==> src/rtl/rv32i_text_blitter_pkg.sv <==
// ============================================================================
//  Module   : rv32i_text_blitter_pkg
//  Purpose  : Shared constants, FSM encoding and character remap helper for
//             the text blitter and its column serializer.
//  Revision : 1.0 - initial release
// ============================================================================
`default_nettype none

package rv32i_text_blitter_pkg;

    localparam logic [19:0] FONT_BASE_HI = 20'hE0001;
    localparam int          GLYPH_W      = 12;
    localparam int          GLYPH_H      = 16;
    localparam logic [6:0]  SPACE_CHAR   = 7'd32;

    typedef enum logic [2:0] {
        IDLE  = 3'd0,
        FETCH = 3'd1,
        WAIT  = 3'd2,
        DRAW  = 3'd3,
        DONE  = 3'd4
    } state_t;

    // Control codes have no glyphs; they render as a blank cell.
    function automatic logic [6:0] remap_char(input logic [6:0] ch);
        return (ch < SPACE_CHAR) ? SPACE_CHAR : ch;
    endfunction

endpackage

`default_nettype wire

==> src/rtl/rv32i_blit_colser.sv <==
// ============================================================================
//  Module   : rv32i_blit_colser
//  Purpose  : Serializes one 16-bit font column into 16 row pixels under
//             valid/ready, flagging the final row transfer.
//             Option macro: TEXT_TRANSPARENT_BG_EN (skip background pixels).
//  Revision : 1.0 - initial release
// ============================================================================
`default_nettype none

module rv32i_blit_colser #(
    parameter int COLOR_W = 16
) (
    input  logic               clk,
    input  logic               rst,
    input  logic               load,
    input  logic [15:0]        load_data,
    input  logic [COLOR_W-1:0] fg,
    input  logic [COLOR_W-1:0] bg,
    input  logic               pix_ready,
    output logic               pix_valid,
    output logic [3:0]         pix_row,
    output logic [COLOR_W-1:0] pix_data,
    output logic               last
);

    logic        active_q, active_d;
    logic [15:0] shreg_q, shreg_d;
    logic [3:0]  row_q, row_d;
    logic        w_bit;
    logic        w_advance;

    // Column is shifted left so the current row's bit is always at [15].
    assign w_bit    = shreg_q[15];
    assign pix_row  = row_q;
    assign pix_data = w_bit ? fg : bg;

`ifdef TEXT_TRANSPARENT_BG_EN
    assign pix_valid = active_q & w_bit;
    assign w_advance = active_q & (pix_ready | ~w_bit);
`else
    assign pix_valid = active_q;
    assign w_advance = active_q & pix_ready;
`endif

    assign last = w_advance & (row_q == 4'd15);

    always_comb begin
        active_d = active_q;
        shreg_d  = shreg_q;
        row_d    = row_q;
        if (load) begin
            active_d = 1'b1;
            shreg_d  = load_data;
            row_d    = 4'd0;
        end else if (w_advance) begin
            shreg_d = {shreg_q[14:0], 1'b0};
            row_d   = row_q + 4'd1;
            if (row_q == 4'd15) begin
                active_d = 1'b0;
            end
        end
    end

    always_ff @(posedge clk) begin
        if (rst) begin
            active_q <= 1'b0;
            shreg_q  <= 16'd0;
            row_q    <= 4'd0;
        end else begin
            active_q <= active_d;
            shreg_q  <= shreg_d;
            row_q    <= row_d;
        end
    end

endmodule

`default_nettype wire

==> src/rtl/rv32i_text_blitter.sv <==
// ============================================================================
//  Module   : rv32i_text_blitter
//  Purpose  : Draws one 12x16 glyph per command: fetches font columns from
//             the ROM and streams pixel writes to the framebuffer.
//             Option macro: TEXT_TRANSPARENT_BG_EN (skip background pixels).
//  Revision : 1.0 - initial release
// ============================================================================
`default_nettype none

module rv32i_text_blitter
    import rv32i_text_blitter_pkg::*;
#(
    parameter int COLS    = 26,
    parameter int ROWS    = 15,
    parameter int X_W     = 9,
    parameter int Y_W     = 8,
    parameter int COLOR_W = 16
) (
    input  logic               clk,
    input  logic               rst,
    input  logic               cmd_valid,
    output logic               cmd_ready,
    input  logic [6:0]         cmd_char,
    input  logic [4:0]         cmd_x,
    input  logic [3:0]         cmd_y,
    input  logic [COLOR_W-1:0] cmd_fg,
    input  logic [COLOR_W-1:0] cmd_bg,
    output logic               font_cs,
    output logic               font_we,
    output logic [31:0]        font_addr,
    input  logic [31:0]        font_data,
    output logic               fb_valid,
    input  logic               fb_ready,
    output logic [X_W-1:0]     fb_x,
    output logic [Y_W-1:0]     fb_y,
    output logic [COLOR_W-1:0] fb_data,
    output logic               busy,
    output logic               done,
    output logic               err
);

    state_t             state_q, state_d;
    logic [6:0]         char_q, char_d;
    logic [4:0]         x_q, x_d;
    logic [3:0]         y_q, y_d;
    logic [COLOR_W-1:0] fg_q, fg_d;
    logic [COLOR_W-1:0] bg_q, bg_d;
    logic [3:0]         col_q, col_d;
    logic [31:0]        font_addr_q, font_addr_d;
    logic               err_q, err_d;

    logic               w_in_range;
    logic               w_load;
    logic               w_last;
    logic [3:0]         w_pix_row;
    logic [X_W-1:0]     w_x0;
    logic               w_unused_font_hi;

    assign w_unused_font_hi = ^font_data[31:16];

    assign w_in_range = (32'(cmd_x) < COLS) && (32'(cmd_y) < ROWS);
    assign w_load     = (state_q == WAIT);

    assign cmd_ready = (state_q == IDLE);
    assign busy      = (state_q != IDLE);
    assign done      = (state_q == DONE);
    assign err       = err_q;
    assign font_cs   = (state_q == FETCH);
    assign font_we   = 1'b0;
    assign font_addr = font_addr_q;

    assign w_x0 = X_W'(x_q) * X_W'(GLYPH_W);
    assign fb_x = w_x0 + X_W'(col_q);
    assign fb_y = Y_W'({y_q, 4'b0000}) + Y_W'(w_pix_row);

    always_comb begin
        state_d     = state_q;
        char_d      = char_q;
        x_d         = x_q;
        y_d         = y_q;
        fg_d        = fg_q;
        bg_d        = bg_q;
        col_d       = col_q;
        font_addr_d = font_addr_q;
        err_d       = 1'b0;
        case (state_q)
            IDLE: begin
                if (cmd_valid) begin
                    if (w_in_range) begin
                        char_d      = remap_char(cmd_char);
                        x_d         = cmd_x;
                        y_d         = cmd_y;
                        fg_d        = cmd_fg;
                        bg_d        = cmd_bg;
                        col_d       = 4'd0;
                        font_addr_d = {FONT_BASE_HI, remap_char(cmd_char), 4'd0, 1'b0};
                        state_d     = FETCH;
                    end else begin
                        err_d = 1'b1;
                    end
                end
            end
            FETCH: state_d = WAIT;
            WAIT:  state_d = DRAW;
            DRAW: begin
                if (w_last) begin
                    if (col_q == 4'(GLYPH_W - 1)) begin
                        state_d = DONE;
                    end else begin
                        col_d       = col_q + 4'd1;
                        font_addr_d = {FONT_BASE_HI, char_q, col_q + 4'd1, 1'b0};
                        state_d     = FETCH;
                    end
                end
            end
            DONE:    state_d = IDLE;
            default: state_d = IDLE;
        endcase
    end

    always_ff @(posedge clk) begin
        if (rst) begin
            state_q     <= IDLE;
            char_q      <= 7'd0;
            x_q         <= 5'd0;
            y_q         <= 4'd0;
            fg_q        <= '0;
            bg_q        <= '0;
            col_q       <= 4'd0;
            font_addr_q <= 32'd0;
            err_q       <= 1'b0;
        end else begin
            state_q     <= state_d;
            char_q      <= char_d;
            x_q         <= x_d;
            y_q         <= y_d;
            fg_q        <= fg_d;
            bg_q        <= bg_d;
            col_q       <= col_d;
            font_addr_q <= font_addr_d;
            err_q       <= err_d;
        end
    end

    rv32i_blit_colser #(
        .COLOR_W (COLOR_W)
    ) u_colser (
        .clk       (clk),
        .rst       (rst),
        .load      (w_load),
        .load_data (font_data[15:0]),
        .fg        (fg_q),
        .bg        (bg_q),
        .pix_ready (fb_ready),
        .pix_valid (fb_valid),
        .pix_row   (w_pix_row),
        .pix_data  (fb_data),
        .last      (w_last)
    );

endmodule

`default_nettype wire

==> config.mk <==
export PLATFORM = sky130hd
export DESIGN_NAME = rv32i_text_blitter
export DESIGN_NICKNAME = d
export VERILOG_FILES = /design/src/rtl/rv32i_text_blitter_pkg.sv /design/src/rtl/rv32i_blit_colser.sv /design/src/rtl/rv32i_text_blitter.sv
export SDC_FILE = /design/constraint.sdc
export NUM_CORES = 1
export LEC_CHECK = 0
export CAP_MARGIN = 40
export CORE_UTILIZATION = 35
export CTS_CLUSTER_DIAMETER = 30
export CTS_CLUSTER_SIZE = 16
export DETAILED_ROUTE_END_ITERATION = 7
export PLACE_DENSITY = 0.69
export SLEW_MARGIN = 20
export SYNTH_ARGS = -nofsm -noshare
export SYNTH_HDL_FRONTEND = slang
export SYNTH_SLANG_ARGS = --single-unit
==> constraint.sdc <==
create_clock -name clk -period 2.5 [get_ports clk]
set_input_delay 0.25 -clock clk [delete_from_list [all_inputs] [get_ports clk]]
set_output_delay 0.25 -clock clk [all_outputs]
set_load 0.02 [all_outputs]
; After elaboration in Yosys (flattened, before gate mapping)
; Index checks and enable logic that the tools add are counted.
[word_totals]
ff_bits = 109
inputBits = 84
output_inout_bits = 72
wordCells = 69
[classes]
addsub = 4
mul = 1
magnitude_cmp = 3
n_eq_ne = 10
muxes = 23
n_bitwise = 4
reduce_logical = 12
[ops]
columns = op, count
row1 = $mux 32, 4
row2 = $pmux 32 s2, 1
row3 = $mux 16, 3
row4 = $mux 4, 4
row5 = $mux 3, 4
row6 = $pmux 3 s4, 1
row7 = $add 9x4->9, 1
row8 = $add 4x1->4 const B, 2
row9 = $add 8x4->8, 1
row10 = $eq 4x4->1 const B, 2
row11 = $pmux 4 s2, 1
row12 = $lt 7x6->1 const B, 1
row13 = $mul 5x2->7 const B, 1
row14 = $mux 7, 1
row15 = $eq 3x2->1 const B, 2
row16 = $reduce_and 3->1, 2
row17 = $reduce_bool 2->1, 3
row18 = $lt 5x5->1 const B, 1
row19 = $reduce_and 5->1, 1
row20 = $lt 4x4->1 const B, 1
row21 = $mux 1, 4
row22 = $ne 2x1->1 const B, 2
row23 = $ne 2x2->1 const B, 2
row24 = $eq 3x1->1 const B, 1
row25 = other kinds (9), 11

; Logic depth before layout (Yosys ltp)
; Gate-level depths: netlist of run 1.
[depth]
ltp_word = 5
ltp_mapped = 8
depth_no_buf = 7

; Hierarchy
; A second synthesis of run 1 with hierarchy kept.
[unflattened]
cells_unflattened = 506
hier_area_um2 = 4245.3
[modules_own_cells]
columns = module, instances, cells_each, area_per_inst_um2, seq_area_each_um2
row1 = rv32i_text_blitter, 1, 376, 3083.0, 1281.2
row2 = rv32i_blit_colser, 1, 130, 1162.4, 420.4

; Worst setup path after synthesis of run 1
; OpenSTA, ideal clock, no wires.
[synth_timing]
path_kind = register to output
start = register x_q[1]
end = output fb_x[8]
arrival_time_ns = 2.480
required_time_ns = 2.250
setup_slack_ns = -0.230
stages_incl_launch_ff = 8
n_path_buf = 0
path_cell_list = dfxtp_1 > ha_1 > fa_1 > a21o_2 > a21oi_1 > mux2_2 > or4b_1 > nand4_1
[synth_via]
elab_chain_len = 2
[synth_lines]
columns = element, line_no
row1 = start: declaration, rv32i_text_blitter.sv:44  ; logic [4:0] x_q, x_d;
row2 = start signal: assignment, rv32i_text_blitter.sv:125  ; x_q <= 5'd0;
row3 = start signal: assignment, rv32i_text_blitter.sv:135  ; x_q <= x_d;
row4 = $mul 5x2->7, rv32i_text_blitter.sv:72  ; assign w_x0 = X_W'(x_q) * X_W'(GLYPH_W);
row5 = $add 9x4->9, rv32i_text_blitter.sv:73  ; assign fb_x = w_x0 + X_W'(col_q);
row6 = end: declaration, rv32i_text_blitter.sv:34  ; output logic [X_W-1:0] fb_x,
; No other way between the ends.

; Worst setup path in the final report of run 1
; Same ends and word-level chain as after synthesis.

==> reports/qor.yml, run 1 <==
status:
  status: "finished, violations left"
  violations: "negative setup slack"
worst_setup_path:
  crit_arrival_ns: 2.62
  worstSetupEndpointType: "output pin"
  worstPathMaxFanout: 4
  worstReg2RegStart: "col_q[0]$_SDFFE_PP0P_"
  path_class: "reg -> out"
  cp.required_ns: 2.25
  r2r_slack_ns: 0.55
  r2r_cells: 7
  start_kind: "flip-flop"
  rr_endpoint: "font_addr[8]$_SDFFE_PP0P_"
floorplan:
  initial_core_util_pct: 35.9
  coreArea_um2: 11400
  die_h_um: 110
  die_w_um: 110
  io_pins: 156
  num_rows: 39
  die_area_um2: 12200
placed_design:
  place_hpwl_mm: 7.22
  portBuffers: 121
  place_congestion: 0.830
  dp_cells: 753
sta:
  final-setup-viol-count: 2
  drv_slew: 0
  layout_min_cycle_time_ns: 2.87
  rsz0062_at_grt: "true"
  final_hold_viol_count: 0
  max_freq_mhz: 348
  clock_skew_ns: 0.00548
  post-route-period-util_pct: 115
  slew_headroom_pct: 59.9
  tightest_slew_ns: 0.601
  layout_setup_ws_ns: -0.372
  fin_setup_tns_ns: -0.406
grt:
  grtUsageTotal_pct: 17.6
  grt_pass1_wl_mm: 16.6
  grt_pass1_vias: 3582
  antenna_found_initial: 0
  gr-total-overflow: 0
  grt_max_degree: 56
hold_path:
  hold_path_end: "y_q[1]$_SDFFE_PP0P_"
  min_from: "rst"
  hold_path.class: "in -> reg"
  hold_path_depth: 2
synthesis:
  synth_seq_area_share_pct: 41.5
  async_reset_ff_share_pct: 0
  synth_flop_cell: "dfxtp_1"
  synth_cell_type_count: 46
  syn_avg_cell_area_um2: 8.16
  synthTopCellsByCount: "nand2_1, dfxtp_1, a21oi_1"
  synth_most_common_cell: "nand2_1"
  synth_edf_count: 0
  synth_top_cell_by_area: "dfxtp_1"
  synth_top_area_share_pct: 41.5
  postSynthCellCount: 503
  yosys_warnings: 0
  yosys_register_bits: 85
  synth_area_um2: 4100
  synth_area_leaders: "dfxtp_1, nand2_1, a21oi_1"
clock_tree:
  cts_tree: "built"
  cts_buffers: 9
  clockBufferDepth: 2
  cts.sinks: 85
  clkLatencyLatePin_ns: 0.34
  htreeDepth: 3
  clk_pin_slew_ns: 0.06
  cts_root_buf: "clkbuf_16"
routing:
  via_count: 3765
  firstDrtPassIters: 4
  drc_errors: 0
  drt_wl_total_mm: 10.2
  antenna_left: 0
  via_per_inst: 4.88
  initialDrtViolationCount: 180
  wl_per_cell_um: 13.2
pwr:
  peakVddDrop_v: 0.000555
  power_density_nw_per_um2: 670
  p_leak_uw: 0.00230
finish:
  layoutNonFillerInstCount: 772
  nets: 721
  final_core_util_pct: 51.3
  area_growth_pct: 42.9
  num_antenna_cells: 0
  drive_above_1_share_pct: 14.1
run:
  cap_violations: 0
[through the flow]
step	worst slack, ns	power, uW	hold WS (ns)	cell area, um2
finish	-0.372	3930	0.420	5860
CTS	-0.384	3960	0.422	5820
global placement	-0.493	2490	0.439	5480
global route	-0.460	4130	0.448	5860
floorplan	0.0154	2140	0.376	4200
detailed placement	-0.484	2520	0.445	5480
[power by group]
group          leakage [uW]  switching, uW  total [uW]  internal (uW)
clock              0.000156            536        1430            896
sequential         0.000696           73.5        1550           1470
combinational       0.00145            496         946            451
total               0.00230           1100        3930           2820
[cells in the final DEF (no fill, tap or decap), types with 2 or more instances in the layout]
cell type          n
nor3b_1            2
mux2i_1            4
clkbuf_16          9
nor3_1             5
nand4_1            5
conb_1            18
nor2b_1            5
and2_1             3
buf_4             31
xnor2_1            3
buf_6              2
a21oi_1           51
a21oi_2            2
nand2_1          135
nand2b_1           2
a311oi_1          21
nand3_2            2
xor2_1             5
xnor2_2            2
and3_1             2
inv_1              5
dfxtp_1           83
mux2_2            16
a21o_1             2
nor4_1             3
ha_1               9
clkdlybuf4s50_1  115
nor2_1            33
bufinv_16          2
nand3_1           16
o21ai_0            2
[sequential cells by signal, summed over array words and instances (netlist names)]
| register | cells |
|---|---|
| font_addr | 9 |
| u_colser.pix_valid | 1 |
| state_q | 3 |
| u_colser.pix_row | 4 |
| x_q | 5 |
| err | 1 |
| u_colser.shreg_q | 16 |
| char_q | 7 |
| bg_q | 16 |
| y_q | 4 |
| col_q | 3 |
| fg_q | 16 |
[routing by layer]
| layer | GRT usage (%) | routed length, um | vias to the layer above |
|---|---|---|---|
| met5 | 0 | 0 | - |
| met4 | 3.95 | 80 | 0 |
| met3 | 6.17 | 703 | 7 |
| met2 | 30.1 | 4950 | 103 |
| met1 | 21.2 | 4470 | 1752 |
| li1 | - | - | 1903 |
[repair_timing]
action,CTS,global route
gates resized for setup,22,9
pin swaps,5,1
buffers inserted,4,1
hold buffers,0,0
setup endpoints to repair,5,3
[critical path, stage by stage, from the launching register on]
cell and delay (ns):
dfxtp_4 0.35, ha_4 0.16, fa_2 0.56, and2_4 0.16, nand3_2 0.07, mux2_4 0.28, or4b_1 0.46, nand4_1 0.10
buf_6 0.12
[worst max-delay path by stage]
stage | startpoint | end | slack [ns] | cells after the start
after global placement | x_q[1]$_SDFFE_PP0P_ | fb_x[8] | -0.49 | 8
after global routing | x_q[1]$_SDFFE_PP0P_ | fb_x[8] | -0.46 | 9
final | x_q[1]$_SDFFE_PP0P_ | fb_x[8] | -0.37 | 8
after detailed placement | x_q[1]$_SDFFE_PP0P_ | fb_x[8] | -0.48 | 8
after floorplan | x_q[1]$_SDFFE_PP0P_ | fb_x[8] | 0.02 | 7
after CTS | x_q[1]$_SDFFE_PP0P_ | fb_x[8] | -0.38 | 8
[cells by family (layout without fill, tap and decap cells)]
logic type,Yosys count,in the layout,share of synthesized area [%]
AND/OR/NAND/NOR,223,223,24.1
AO/OA/AOI/OAI,87,87,13.7
flip-flops,85,85,41.5
buffers and inverters,63,172,8.39
multiplexers,21,21,5.64
adder cells (fa/ha/maj),12,12,4.03
XOR/XNOR,11,11,2.53
other,1,18,0.0914
[area by class of cell]
| cell class | instances | area [um2] |
|---|---|---|
| Multi-Input combinational cell | 372 | 2200 |
| Inverter | 5 | 18.8 |
| Clock buffer | 11 | 243 |
| Timing Repair Buffer | 152 | 1450 |
| Clock inverter | 4 | 71.3 |
| Fill cell | 1064 | 5560 |
| Tap cell | 143 | 179 |
| Sequential cell | 85 | 1710 |
Power figures use the tool's default switching activity.
==> run 2, diff against run 1 <==
==> constraint.sdc (replaced) <==
create_clock -name clk -period 2.5 [get_ports clk]
set_input_delay 0.625 -clock clk [delete_from_list [all_inputs] [get_ports clk]]
set_output_delay 0.625 -clock clk [all_outputs]
set_load 0.02 [all_outputs]
==> run 2 against run 1 <==
The run still ends with negative setup slack left. Clock skew fell by 0.00052 ns. Clock power rose by 6%. Sequential share of layout area fell by 0.65 points. Core utilization rose by 1.2 points. Worst hold slack improved by 0.034 ns. Die area did not move. First-iteration DRC count fell by 12%. Final area rose by 2.3%. Sequential power barely moved. Combinational power rose by 4.4%. Maximum frequency fell by 12%. Total power rose by 3.4%. Critical path type unchanged. Highest routed layer unchanged.
==> reports/qor.yml, run 2 (synthesis gave the netlist of run 1 again) <==
status:
  status: "finished, violations left"
  violations: "negative setup slack"
pwr:
  p_total_uw: 4060  # +3.4%
  p_leak_uw: 0.00235  # +1.9%
  peakVddDrop_v: 0.000494  # -11%
  power_density_nw_per_um2: 677  # +1.1%
grt:
  grt_max_degree: 42  # -25%
  gr-total-overflow: 0  # unchanged
  grtUsageTotal_pct: 17.9  # +0.23 points
  grt_pass1_vias: 3658  # +2.1%
  antenna_found_initial: 0  # unchanged
  grt_pass1_wl_mm: 17.0  # +2.5%
sta:
  rsz0062_at_grt: "true"
  slew_headroom_pct: 63.2  # +3.3 points
  drv_slew: 0  # unchanged
  max_freq_mhz: 307  # -12%
  layout_min_cycle_time_ns: 3.26  # +0.390 ns
  layout_setup_ws_ns: -0.762  # -0.390 ns
  final_hold_viol_count: 0  # unchanged
  clock_skew_ns: 0.00496  # -0.000521 ns
  hold_slack_ns: 0.454  # +0.0339 ns
  tightest_slew_ns: 0.550  # -0.0507 ns
  final-setup-viol-count: 4  # +2
  post-route-period-util_pct: 130  # +16 points
  fin_setup_tns_ns: -1.59  # -1.19 ns
clock_tree:
  clkLatencyLatePin_ns: 0.34  # about the same
  cts.sinks: 85  # unchanged
  htreeDepth: 3  # unchanged
  cts_buffers: 9  # unchanged
  clk_pin_slew_ns: 0.06  # about the same
  clockBufferDepth: 2  # unchanged
  cts_root_buf: "clkbuf_16"
  cts_tree: "built"
worst_setup_path:
  r2r_slack_ns: 0.47  # -0.08 ns
  r2r_cells: 7  # unchanged
  worstPathMaxFanout: 4  # unchanged
  start_kind: "flip-flop"
  path_class: "reg -> out"
  worstSetupEndpointType: "output pin"
  cp.required_ns: 1.88  # -0.37 ns
  crit_path_start: "x_q[1]$_SDFFE_PP0P_"
  worstReg2RegStart: "col_q[0]$_SDFFE_PP0P_"
  crit_arrival_ns: 2.64  # +0.02 ns
  rr_endpoint: "font_addr[9]$_SDFFE_PP0P_"
finish:
  area_growth_pct: 46.1
  layout_commonest_cell: "nand2_1"
  final_cell_mix: "nand2_1, clkdlybuf4s50_1, dfxtp_1, a21oi_1, buf_4"
  num_antenna_cells: 0  # unchanged
  layoutNonFillerInstCount: 780  # +1.0%
  drive_above_1_share_pct: 15.7  # +1.5 points
  reg.largest.list: "bg_q: 16 flops, fg_q: 16 flops, u_colser.shreg_q: 16 flops"
  nets: 728  # +0.97%
placed_design:
  dp_cells: 759  # +0.80%
  place_congestion: 0.832  # +0.30%
  place_ws_ns: -0.876  # -0.392 ns
  portBuffers: 121  # unchanged
  place_hpwl_mm: 7.52  # +4.1%
routing:
  via_count: 3854  # +2.4%
  firstDrtPassIters: 4  # unchanged
  drt_wl_total_mm: 10.6  # +3.7%
  wl_per_cell_um: 13.6  # +2.7%
  drc_errors: 0  # unchanged
  antenna_left: 0  # unchanged
  via_per_inst: 4.94  # +1.3%
  initialDrtViolationCount: 158  # -12%
floorplan:
  coreArea_um2: 11400  # unchanged
  num_rows: 39  # unchanged
  die_area_um2: 12200  # unchanged
  initial_core_util_pct: 35.9  # unchanged
  die_h_um: 110  # unchanged
  io_pins: 156  # unchanged
  die_w_um: 110  # unchanged
hold_path:
  min_from: "bg_q[12]$_SDFFE_PP0P_"
  hold_path.class: "reg -> reg"
  hold_path_end: "bg_q[12]$_SDFFE_PP0P_"
  hold_path_depth: 2  # unchanged
run:
  cap_violations: 0  # unchanged
## run 2: how the worst max path moves through the flow
stage / cells past startpoint / slack (ns) / end
after global placement: 8 / -0.86 / fb_x[8]
after floorplan: 7 / -0.36 / fb_x[8]
final: 8 / -0.76 / fb_x[8]
after CTS: 8 / -0.77 / fb_x[8]
after detailed placement: 8 / -0.88 / fb_x[8]
after global routing: 8 / -0.83 / fb_x[8]
## run 2: worst max-delay path, cell delays in order, from the launching register on
cell and delay (ns):
dfxtp_4 0.35, ha_4 0.16, fa_2 0.56, and2_4 0.16, nand3_1 0.08, mux2_4 0.28, or4b_1 0.46, nand4_1 0.10
buf_4 0.14
## run 2: through the flow
step	util [%]	area, um2
floorplan	-	4200
global placement	48.7	5560
detailed placement	48.7	5560
CTS	52.2	5970
global route	52.5	6000
finish	52.5	6000
## run 2: what timing repair did
item                       CTS  global route
buffers inserted             4             1
gates resized for setup     37             6
hold buffers                 0             0
setup endpoints to repair    6            19
pin swaps                    5             2
cloned                       0             0
## run 2: layer usage
layer  part of all wire (%)  global-route usage (%)  routed length [um]
met3                    5.5                    4.29                 583
met1                     43                    21.3                4510
met4                    1.4                    5.55                 150
met2                     50                    31.5                5330
met5                      0                       0                   0
## run 2: power breakdown
group	internal, uW	total [uW]	switching (uW)
clock network	976	1520	543
logic	481	988	507
registers	1470	1550	76.7
## run 2: cell type report
| cell class | instances | area [um2] |
|---|---|---|
| Sequential cell | 85 | 1710 |
| Inverter | 5 | 18.8 |
| Clock buffer | 10 | 229 |
| Multi-Input combinational cell | 372 | 2210 |
| Fill cell | 1090 | 5420 |
| Timing Repair Buffer | 159 | 1540 |
| Clock inverter | 6 | 111 |
| Tap cell | 143 | 179 |
